### src/rtl/tone_period_detector.sv
// -----------------------------------------------------------------------------
// tone_period_detector
//
// Measures the period of a square wave on tone_in, folds it into the octave
// around C4..B4 and classifies it as one of 12 chromatic notes plus an octave.
// All period constants assume a 100 MHz clk.
//
// Parameters
//   SYNC_STAGES  flops in the tone_in synchroniser (>= 2)
//   MATCH_COUNT  consecutive identical classifications needed before the
//                outputs are updated (>= 1)
//
// Ports
//   clk          100 MHz system clock
//   rst_n        asynchronous active-low reset
//   tone_in      asynchronous square-wave input
//   note         0 = C ... 11 = B
//   octave       octave number 2..7 (C4 = 261.63 Hz)
//   note_valid   note/octave hold a confirmed classification
//   note_strobe  one-cycle pulse whenever note/octave/note_valid are written
//   period       last raw measured period in clk cycles
// -----------------------------------------------------------------------------
module tone_period_detector #(
  parameter int SYNC_STAGES = 2,
  parameter int MATCH_COUNT = 2
) (
  input  logic        clk,
  input  logic        rst_n,
  input  logic        tone_in,
  output logic [3:0]  note,
  output logic [2:0]  octave,
  output logic        note_valid,
  output logic        note_strobe,
  output logic [19:0] period
);

  localparam logic [19:0] CNT_MAX    = 20'd1048575;
  localparam logic [19:0] MIN_PERIOD = 20'd24590;   // shorter = glitch
  localparam logic [22:0] NORM_HI    = 23'd393432;  // reference octave bounds
  localparam logic [22:0] NORM_LO    = 23'd196716;

  // Note boundaries inside the reference octave, from C/C# down to A#/B.
  localparam logic [22:0] THRESH [0:10] = '{
    23'd371338, 23'd350509, 23'd330838, 23'd312261, 23'd294736, 23'd278195,
    23'd262586, 23'd247842, 23'd233937, 23'd220805, 23'd208414
  };

  localparam int          MC_W   = $clog2(MATCH_COUNT + 1);
  localparam logic [MC_W-1:0] MC_MAX = MC_W'(MATCH_COUNT);

  typedef enum logic [1:0] {
    WAIT_FIRST,
    MEASURE,
    NORM,
    CLASSIFY
  } state_t;

  state_t                 state;
  logic [SYNC_STAGES-1:0] sync_q;
  logic                   edge_q;
  logic                   edge_r;     // registered one-cycle rising-edge pulse
  logic [19:0]            cnt;
  logic [22:0]            work;
  logic [2:0]             oct;
  logic [3:0]             prev_note;
  logic [2:0]             prev_oct;
  logic [MC_W-1:0]        mc;

  logic [3:0]             cand_note;
  logic                   same_cand;
  logic [MC_W-1:0]        mc_next;

  // ---------------------------------------------------------------------------
  // Synchroniser and edge detector
  // ---------------------------------------------------------------------------
  // NOTE: sequential state uses non-blocking assignments so every flop samples
  // the pre-edge value of its neighbours, giving a true shift register.
  always_ff @(posedge clk or negedge rst_n) begin
    if (!rst_n) begin
      sync_q <= '0;
      edge_q <= 1'b0;
      edge_r <= 1'b0;
    end else begin
      sync_q <= {sync_q[SYNC_STAGES-2:0], tone_in};
      edge_q <= sync_q[SYNC_STAGES-1];
      edge_r <= sync_q[SYNC_STAGES-1] & ~edge_q;
    end
  end

  // ---------------------------------------------------------------------------
  // Period counter: restarts at 1 on every edge, saturates at full scale
  // ---------------------------------------------------------------------------
  always_ff @(posedge clk or negedge rst_n) begin
    if (!rst_n) begin
      cnt <= '0;
    end else if (edge_r) begin
      cnt <= 20'd1;
    end else if (cnt != CNT_MAX) begin
      cnt <= cnt + 20'd1;
    end
  end

  // ---------------------------------------------------------------------------
  // Classification of the normalised period
  // ---------------------------------------------------------------------------
  // NOTE: every signal driven here gets a default first, so no path leaves a
  // value unassigned and no latch is inferred.
  always_comb begin
    cand_note = 4'd0;
    for (int k = 0; k < 11; k++) begin
      if (work < THRESH[k]) cand_note = cand_note + 4'd1;
    end
    same_cand = (cand_note == prev_note) && (oct == prev_oct);
    mc_next   = MC_W'(1);
    if (same_cand) mc_next = (mc == MC_MAX) ? mc : mc + MC_W'(1);
  end

  // ---------------------------------------------------------------------------
  // Control FSM with registered outputs
  // ---------------------------------------------------------------------------
  always_ff @(posedge clk or negedge rst_n) begin
    if (!rst_n) begin
      state       <= WAIT_FIRST;
      period      <= '0;
      work        <= '0;
      oct         <= '0;
      prev_note   <= '0;
      prev_oct    <= '0;
      mc          <= '0;
      note        <= '0;
      octave      <= '0;
      note_valid  <= 1'b0;
      note_strobe <= 1'b0;
    end else begin
      note_strobe <= 1'b0;
      case (state)
        WAIT_FIRST: begin
          // The first edge only starts a measurement.
          if (edge_r) state <= MEASURE;
        end

        MEASURE: begin
          if (edge_r) begin
            period <= cnt;
            if (cnt < MIN_PERIOD) begin
              mc          <= '0;
              note_valid  <= 1'b0;
              note_strobe <= 1'b1;
            end else begin
              work  <= {3'b000, cnt};
              oct   <= 3'd4;
              state <= NORM;
            end
          end else if (cnt == CNT_MAX) begin
            // Input has gone silent: drop the note and resynchronise.
            mc          <= '0;
            note_valid  <= 1'b0;
            note_strobe <= 1'b1;
            state       <= WAIT_FIRST;
          end
        end

        NORM: begin
          // Halving the period raises the pitch one octave, so a long period
          // shifted right means a lower octave number.
          if (work >= NORM_HI) begin
            work <= work >> 1;
            oct  <= oct - 3'd1;
          end else if (work < NORM_LO) begin
            work <= work << 1;
            oct  <= oct + 3'd1;
          end else begin
            state <= CLASSIFY;
          end
        end

        CLASSIFY: begin
          prev_note <= cand_note;
          prev_oct  <= oct;
          mc        <= mc_next;
          if (mc_next == MC_MAX) begin
            note        <= cand_note;
            octave      <= oct;
            note_valid  <= 1'b1;
            note_strobe <= 1'b1;
          end
          state <= MEASURE;
        end

        default: state <= WAIT_FIRST;
      endcase
    end
  end

endmodule
### config.mk
export PLATFORM = sky130hd
export DESIGN_NAME = tone_period_detector
export DESIGN_NICKNAME = d
export VERILOG_FILES = /design/src/rtl/tone_period_detector.sv
export SDC_FILE = /design/constraint.sdc
export NUM_CORES = 1
export LEC_CHECK = 0
export CELL_PAD_IN_SITES_DETAIL_PLACEMENT = 2
export CELL_PAD_IN_SITES_GLOBAL_PLACEMENT = 2
export CORE_ASPECT_RATIO = 1.1
export CORE_MARGIN = 2
export CORE_UTILIZATION = 38
export DETAILED_ROUTE_END_ITERATION = 16
export GPL_TIMING_DRIVEN = 0
export PLACE_DENSITY = 0.92
export SLEW_MARGIN = 0
export SYNTH_ARGS = -nofsm -noshare
export SYNTH_HDL_FRONTEND = slang
export SYNTH_SLANG_ARGS = --single-unit
### constraint.sdc
create_clock -name clk -period 10.5 [get_ports clk]
set_input_delay 2.1 -clock clk [delete_from_list [all_inputs] [get_ports clk]]
set_output_delay 2.1 -clock clk [all_outputs]
set_load 0.05 [all_outputs]
==> summary.md, run 1 <==
| Metric | Value |
|---|---|
| Worst path bufs/invs | 3 |
| Crit path max-delay family | adder cells |
| Final Net Count | 722 |
| CTS tree | done |
| DRC viols | 0 |
| Critical path's largest stage delay | 0.57 ns |
| Grt ovf | 0 |
| CP required | 10.74 ns |
| Tcrit/Tclk final | 92.2% |
| Total routed wirelength | 20500 um |
| CP max stage cell | or4b_4 |
| Buffers added on ports | 31 |
| Router iterations before antenna repair | 4 |
| Post-Syn Area | 5800 um^2 |
| Cell with the most instances after synthesis | nand2_1 |
| Worst setup SP type | flop |
| Area growth, synth to finish | 15.1% |
| Slew Limit Fails | 0 |
| Clock skew | 0.0113 ns |
| Final setup vio count | 0 |
| CTS H-Tree Depth | 3 |
| Maximum clock path buffer count | 2 |
| Clk root buf | clkbuf_16 |
| Initial antenna violation count | 0 |
| Die area | 16300 um^2 |
| Synth async-reset ratio | 100% |
| Power per cell area | 309 nW/um^2 |
| Minimum clock period | 9.68 ns |
| Synthesized area per cell | 8.81 um^2 |
| Antenna diodes | 0 |
| Core area | 15000 um^2 |
| I/O pins | 32 |
| Yosys top cell area share | 38.8% |
| Sw frac | 48.8% |
| Compound-Gate Fraction of Synth Area | 16.5% |
| Initial DRC count | 232 |
| Internal | 0.00106 W |
| WL/cell | 22.7 um |
| Layout Cells excl Fill | 902 |
| Power Total | 0.00206 W |
| Yosys cell types | 65 |
| CP Capture Type | flop |
| Cell mode on critical path | ha_1 |
| Clk Latency, worst-skew pair | 0.35 ns |
| Comb power frac | 60.1% |
| Final hold vios | 0 |
| Area contributors post-synth | dfrtp_1 39%, nand2_1 6.2%, o21ai_0 5.2% |
| Setup WS pre-CTS | 1.03 ns |
| Cell count after synthesis | 658 |
| CTS resizes | 0 |
| Crit Path Max Fanout | 10 |
| Simple logic cell fraction of the synthesized area | 20.5% |
| Layout cells sized above 1 | 8.50% |
| Die H | 134 um |
| Post-synth top area cell | dfrtp_1 |
| Worst Slack Setup Final | 0.823 ns |
| XOR/XNOR share of the synthesized area | 7.90% |
| Utilization after layout | 44.5% |
| Post-synthesis net count | 679 |
| Yosys warns | 0 |
| Static Leak | 2.76 nW |
| Largest net degree at the start of global routing | 73 |
| CTS Hold Bufs | 0 |
| Clock Power Share | 16.1% |
| First-pass GRT wire length | 33600 um |
| Max VDD drop | 0.000146 V |
| Worst slew pin tran | 0.652 ns |
| Setup TNS | 0 ns |
| Clock sink count | 90 |
| Clock transition at path regs | 0.07 ns |
| Min-delay worst type | reg2reg |
| R2R Setup Slk | 0.82 ns |
| Starting Density | 38.7% |
| Post-CTS setup buffers | 0 |
| MaxCap Viol Count | 0 |
| Via Count | 5363 |
| Unrepaired setup endpoints after global routing | no |
| Remaining antenna violation count | 0 |
| Post-DP HPWL | 15200 um |
| Post-synth EDFFs | 0 |
| Synthesis-stage register bit count | 90 |
| Top_reg_cell synth | dfrtp_1 |
| Seq/Total Area, Yosys | 38.8% |
| Drt via density | 5.95 |
| Commonest cells post-synth | 96 x nand2_1, 90 x dfrtp_1, 60 x o21ai_0 |
| Setup CP Type | reg2reg |
| Combinational family with the most area after synthesis | simple AND/OR/NAND/NOR gates |
| GPL Wtd Cong | 0.905 |
| Status | finished clean |
| Fmax | 103 MHz |
| Flop pwr share | 23.8% |
| Psw | 0.00101 W |
| Adder-cell share of the synthesized area | 4.01% |
| Post-synthesis mux area share | 7.60% |
| GRT Util Overall | 26.4% |
| Placed cell count | 886 |
| DIE WIDTH | 122 um |
| Rel. slew slack | 56.2% |
| Row Count | 47 |
| CP arrival | 9.91 ns |
| Cts bufs inserted | 9 |
| Number of global-route vias before repair | 6119 |
-- per-stage QoR --
step,area [um^2],hold WS [ns]
2_1_floorplan,5800,0.331
3_3_place_gp,6350,0.337
3_5_place_dp,6380,0.362
4_1_cts,6680,0.377
5_1_grt,6680,0.394
6_report,6680,0.377
-- sequential cells by signal (all words and copies together), names as in the netlist --
register     cells
edge_q           1
mc               2
edge_r           1
octave           3
sync_q           2
work            23
note             4
state            2
note_strobe      1
note_valid       1
oct              3
period          20
prev_note        4
prev_oct         3
cnt             20
-- cell families after synthesis --
kind of cell             count (synthesis)
XOR/XNOR                                42
multiplexers                            39
AO/OA/AOI/OAI                          149
buffers and inverters                   70
AND/OR/NAND/NOR                        250
adder cells (fa/ha/maj)                 18
flip-flops                              90
-- layout by cell type (no fill, tap or decap), types with 3 or more instances in the layout --
cell type	count
mux2_4	4
and4_1	5
clkbuf_16	9
a31oi_1	4
a211oi_1	3
xor2_1	20
and2_1	5
nand4_1	9
ha_1	17
xnor2_1	16
mux2i_1	11
o31ai_1	3
xnor3_1	3
inv_1	27
or3_1	6
clkinvlp_4	3
nor2_1	47
a2bb2oi_1	3
a21oi_1	24
o21ai_0	60
or4_1	4
nand2b_1	3
nand2_1	96
o211ai_1	14
dfrtp_1	90
and3_1	6
nor4_1	5
o2111ai_1	3
a21o_1	5
clkdlybuf4s50_1	30
mux2_2	24
clkbuf_1	40
nor3_1	15
nand3_1	39
a31o_2	3
-- metal layers --
layer  GRT usage (%)  part of all wire (%)  vias to the layer above
met5               0                     0                        -
met4            12.5                   4.3                        0
met3            3.98                   2.7                       54
met2            48.6                    54                      118
met1            29.5                    39                     2773
li1                -                     -                     2418
-- power groups by stage --
stage	Sequential [W]	Combinational (W)	Clock (W)
floorplan	0.000497	0.000854	0
global placement	0.000480	0.00111	0
detailed placement	0.000493	0.00121	0
CTS	0.000490	0.00124	0.000339
global route	0.000500	0.00136	0.000353
finish	0.000491	0.00124	0.000332
-- worst paths after layout --
| kind | end | from | depth (start not counted) |
|---|---|---|---|
| worst min-delay path | edge_q | sync_q[1] | 0 |
| worst max register to register | octave[0] | work[1] | 45 |
| worst max-delay path | octave[0] | work[1] | 45 |
| max in group asynchronous | cnt[17] | rst_n | 2 |
| min in group asynchronous | sync_q[1] | rst_n | 1 |
| worst min register to register | edge_q | sync_q[1] | 0 |
-- layout make-up --
cell class,instances,area (um^2)
well taps,196,245
plain buffers,43,171
inverters,27,101
flip-flops and latches,90,2250
clock inverters,5,63.8
clock buffers,11,233
multi-input cells,498,3270
repair buffers,32,335
fillers,1636,8320
No activity file was read; power rests on OpenSTA's default activity.
==> run 2: changes to the inputs <==
--- a/config.mk
+++ b/config.mk
@@ -5,6 +5,7 @@
 export SDC_FILE = /design/constraint.sdc
 export NUM_CORES = 1
 export LEC_CHECK = 0
+export CAP_MARGIN = 25
 export CELL_PAD_IN_SITES_DETAIL_PLACEMENT = 2
 export CELL_PAD_IN_SITES_GLOBAL_PLACEMENT = 2
 export CORE_ASPECT_RATIO = 1.1
==> run 2 against run 1 <==
Via count stayed put. Core utilization stayed put. Worst hold slack stayed put. Wire length stayed put. Critical path type unchanged. Total power stayed put. Clock power hardly changed. Sequential share of layout area stayed put. Die area stayed put. First-iteration DRC count stayed put. Cell count stayed put. Sequential power hardly changed. Register-to-register slack hardly changed.
==> summary.md, run 2 (synthesis gave the netlist of run 1 again) <==
| Metric | Value |
|---|---|
| Status | finished clean (unchanged) |
| Largest regs | work x23, cnt x20, period x20 (unchanged) |
| Psw | 0.00101 W (unchanged) |
| Post-CTS setup buffers | 0 (unchanged) |
| WL/cell | 22.7 um (unchanged) |
| Hold EP | edge_q (unchanged) |
| Clk Latency, worst-skew pair | 0.35 ns (about the same) |
| GPL Wtd Cong | 0.905 (unchanged) |
| Top reg by flops | work (unchanged) |
| Via Count | 5363 (unchanged) |
| Clock Power Share | 16.1% (about the same) |
| Clk root buf | clkbuf_16 (unchanged) |
| CTS H-Tree Depth | 3 (unchanged) |
| Row Count | 47 (unchanged) |
| Cell mode on critical path | ha_1 (unchanged) |
| Initial antenna violation count | 0 (unchanged) |
| Clock transition at path regs | 0.07 ns (about the same) |
| Worst Hold Launch | sync_q[1] (unchanged) |
| MaxCap Viol Count | 0 (unchanged) |
| CP required | 10.74 ns (about the same) |
| Area growth, synth to finish | 15.1% (unchanged) |
| CP Capture Type | flop (unchanged) |
| Max VDD drop | 0.000146 V (unchanged) |
| Maximum clock path buffer count | 2 (unchanged) |
| Crit Path Max Fanout | 10 (unchanged) |
| CTS Hold Bufs | 0 (unchanged) |
| Minimum clock period | 9.68 ns (unchanged) |
| Critical path's largest stage delay | 0.57 ns (about the same) |
| R2R Setup Slk | 0.82 ns (about the same) |
| CTS tree | done (unchanged) |
| Max reg flops | 23 (unchanged) |
| Remaining antenna violation count | 0 (unchanged) |
| WHS Path Cells | 0 (unchanged) |
| Slew Limit Fails | 0 (unchanged) |
| CP arrival | 9.91 ns (about the same) |
| Total routed wirelength | 20500 um (unchanged) |
| Final Net Count | 722 (unchanged) |
| Flop pwr share | 23.8% (about the same) |
| Largest net degree at the start of global routing | 73 (unchanged) |
| First-pass GRT wire length | 33600 um (unchanged) |
| Power per cell area | 309 nW/um^2 (unchanged) |
| Starting Density | 38.7% (unchanged) |
| Clock skew | 0.0113 ns (unchanged) |
| DRC viols | 0 (unchanged) |
| Buffers added on ports | 31 (unchanged) |
| Internal | 0.00106 W (unchanged) |
| Rel. slew slack | 56.2% (unchanged) |
| DIE WIDTH | 122 um (unchanged) |
| Setup TNS | 0 ns (unchanged) |
| CP max stage cell | or4b_4 (unchanged) |
| Worst reg-to-reg path cell count | 45 (unchanged) |
| Comb power frac | 60.1% (about the same) |
| Die area | 16300 um^2 (unchanged) |
| Worst r2r src | work[1] (unchanged) |
| Most frequent cells in the layout | 96 x nand2_1, 90 x dfrtp_1, 60 x o21ai_0, 47 x nor2_1, 40 x clkbuf_1 (unchanged) |
| Most common cell after layout, fill and taps aside | nand2_1 (unchanged) |
| Worst path bufs/invs | 3 (unchanged) |
| Final hold slack | 0.377 ns (unchanged) |
| Setup CP Type | reg2reg (unchanged) |
| Number of global-route vias before repair | 6119 (unchanged) |
| Worst setup SP type | flop (unchanged) |
| Instance count on the critical path | 45 (unchanged) |
| Sw frac | 48.8% (unchanged) |
| Tcrit/Tclk final | 92.2% (unchanged) |
| I/O pins | 32 (unchanged) |
| Unrepaired setup endpoints after global routing | no (unchanged) |
| Drt via density | 5.95 (unchanged) |
| Die H | 134 um (unchanged) |
| Post-DP HPWL | 15200 um (unchanged) |
| Initial DRC count | 232 (unchanged) |
| Core area | 15000 um^2 (unchanged) |
| Min-delay worst type | reg2reg (unchanged) |
| Layout cells sized above 1 | 8.50% (unchanged) |
| Clock sink count | 90 (unchanged) |
| Grt ovf | 0 (unchanged) |
| Static Leak | 2.76 nW (unchanged) |
| Router iterations before antenna repair | 4 (unchanged) |
| CTS resizes | 0 (unchanged) |
| GRT Util Overall | 26.4% (unchanged) |
| Crit path max-delay family | adder cells (unchanged) |
| Worst slew pin tran | 0.652 ns (unchanged) |
| Final hold vios | 0 (unchanged) |
| Fmax | 103 MHz (unchanged) |
| Final setup vio count | 0 (unchanged) |
| Cts bufs inserted | 9 (unchanged) |
| Antenna diodes | 0 (unchanged) |
| Worst R2R End | octave[0] (unchanged) |
run 2: cell counts in the layout (fill, tap and decap cells not counted):
Identical to the previous run, type by type.
run 2: final cells by class:
class	instances	area, um^2
fill	1636	8320
multi-input combinational	498	3270
inverter	27	101
clock buffer	11	233
tap	196	245
buffer	43	171
sequential	90	2250
timing repair buffer	32	335
clock inverter	5	63.8
run 2: worst max path at each step:
stage / startpoint / to / slack, ns
3_5_place_dp: work[1] / octave[1] / 1.03
5_1_grt: work[1] / octave[0] / 0.30
6_report: work[1] / octave[0] / 0.82
4_1_cts: work[1] / octave[0] / 0.89
3_3_place_gp: work[2] / octave[0] / 1.60
2_1_floorplan: work[2] / octave[0] / 2.47
run 2: per-layer routing:
metal,track usage [%],part of all wire [%],up-vias
li1,-,-,2418
met1,29.5,39,2773
met2,48.6,54,118
met3,3.98,2.7,54
met4,12.5,4.3,0
met5,0,0,-
run 2: per-stage QoR:
step	utilization [%]	cell area, um^2	setup WS (ns)	power (W)	cells
after floorplan	-	5800	2.47	0.00135	658
after global placement	42.4	6350	1.60	0.00159	885
after detailed placement	42.5	6380	1.03	0.00171	886
after CTS	44.5	6680	0.894	0.00207	902
after global routing	44.5	6680	0.302	0.00222	902
final	44.5	6680	0.823	0.00206	902
run 2: power by group through the flow:
stage	combinational [W]	sequential, W	clock [W]
final	0.00124	0.000491	0.000332
after global routing	0.00136	0.000500	0.000353
after CTS	0.00124	0.000490	0.000339
after detailed placement	0.00121	0.000493	0
after global placement	0.00111	0.000480	0
after floorplan	0.000854	0.000497	0
==> edit, RTL diff (flow settings as in run 2) <==
Change the parameter `SYNC_STAGES` from 2 to 4. Comments in the files are not updated.
--- a/src/rtl/tone_period_detector.sv
+++ b/src/rtl/tone_period_detector.sv
@@ -23,3 +23,3 @@
 module tone_period_detector #(
-  parameter int SYNC_STAGES = 2,
+  parameter int SYNC_STAGES = 4,
   parameter int MATCH_COUNT = 2
Check against the original RTL: not equivalent (Yosys sat finds a counterexample within 10 cycles, from zero or initial values and one cycle with rst_n low).
==> edit against run 2 <==
Non-clock buffer count stayed put; synthesized area increased by 0.91%; setup slack got worse by 0.17 ns; power increased by 1.1%; final area grew 0.54%; wire length up 19%; critical path depth is the same; sequential cell count rose by 2; critical path type unchanged; critical endpoint is now octave[1]$_DFFE_PN0P_; largest cell class unchanged.
==> edit: results (changes against run 2) <==
Status = complete, no violations
Post-synthesis compound-gate area fraction = 16.4% (-0.11 points)
Clk_skew = 0.00789 ns (-0.00337 ns)
GP Congestion = 0.880 (-2.7%)
Vias in the first global route = 6432 (+5.1%)
Largest net degree at the start of global routing = 52 (-29%)
Sw Pwr = 1.06 mW (+5.2%)
Met2 usage = 54.7% (+6.1 points)
Initial DRC count = 296 (+28%)
Synth cell count leaders = 95 x nand2_1, 92 x dfrtp_1, 60 x o21ai_0
Met3 WL = 898 um (+62%)
CP top delay family = simple AND/OR/NAND/NOR gates
Sequential cell area fraction in the yosys report = 39.3% (+0.51 points)
Multiplexer share of the synthesized area = 7.53% (-0.068 points)
Top cells by area, synth = dfrtp_1 39%, nand2_1 6.1%, o21ai_0 5.1%
Global Route Usage Sum = 30.8% (+4.4 points)
Global-route wire length before repair = 38200 um (+14%)
Placed instance area = 0.00643 mm^2 (+0.82%)
Met1 Use GR = 34.4% (+4.9 points)
1st-pass router iterations = 5 (+1)
Met2 WL = 12600 um (+15%)
Xor and xnor area share after synthesis = 7.85% (-0.050 points)
Crit path DAT = 10.09 ns (+0.18 ns)
Syn nets = 680 (+0.15%)
Worst slew pin tran = 0.684 ns (+0.0316 ns)
M1 wire length = 9190 um (+14%)
Layout cells sized above 1 = 8.63% (+0.13 points)
Routed via count = 5582 (+4.1%)
Peak VDD IR = 140 uV (-3.8%)
-- edit: final timing paths --
kind | to | startpoint | slack (ns) | depth (start not counted)
max | octave[1]$_DFFE_PN0P_ | work[3]$_DFFE_PN0P_ | 0.65 | 45
min | sync_q[3]$_DFF_PN0_ | sync_q[2]$_DFF_PN0_ | 0.36 | 0
max reg2reg | octave[1]$_DFFE_PN0P_ | work[3]$_DFFE_PN0P_ | 0.65 | 45
min reg2reg | sync_q[3]$_DFF_PN0_ | sync_q[2]$_DFF_PN0_ | 0.36 | 0
max in group asynchronous | work[1]$_DFFE_PN0P_ | rst_n | 8.06 | 2
min in group asynchronous | edge_r$_DFF_PN0_ | rst_n | 1.76 | 1
-- edit: final cells by class --
| class | count | area, um^2 |
|---|---|---|
| Buffer | 43 | 178 |
| Clock buffer | 11 | 243 |
| Clock inverter | 5 | 37.5 |
| Fill cell | 1652 | 8340 |
| Inverter | 27 | 101 |
| Multi-Input combinational cell | 497 | 3270 |
| Sequential cell | 92 | 2300 |
| Tap cell | 196 | 245 |
| Timing Repair Buffer | 32 | 335 |
-- edit: power groups by stage --
stage / clock, mW / combinational (mW) / sequential (mW)
after floorplan: 0 / 0.810 / 0.504
after global placement: 0 / 1.07 / 0.486
after detailed placement: 0 / 1.17 / 0.499
final: 0.323 / 1.26 / 0.507
after CTS: 0.325 / 1.24 / 0.501
after global routing: 0.334 / 1.35 / 0.512
-- edit: per-stage QoR --
stage	setup WS [ns]	std cells	hold slack [ns]	utilization (%)
global placement	1.59	886	0.340	42.6
detailed placement	0.964	887	0.341	42.7
floorplan	2.47	659	0.331	-
global route	0.157	903	0.372	44.6
finish	0.650	903	0.361	44.6
CTS	0.741	903	0.364	44.6
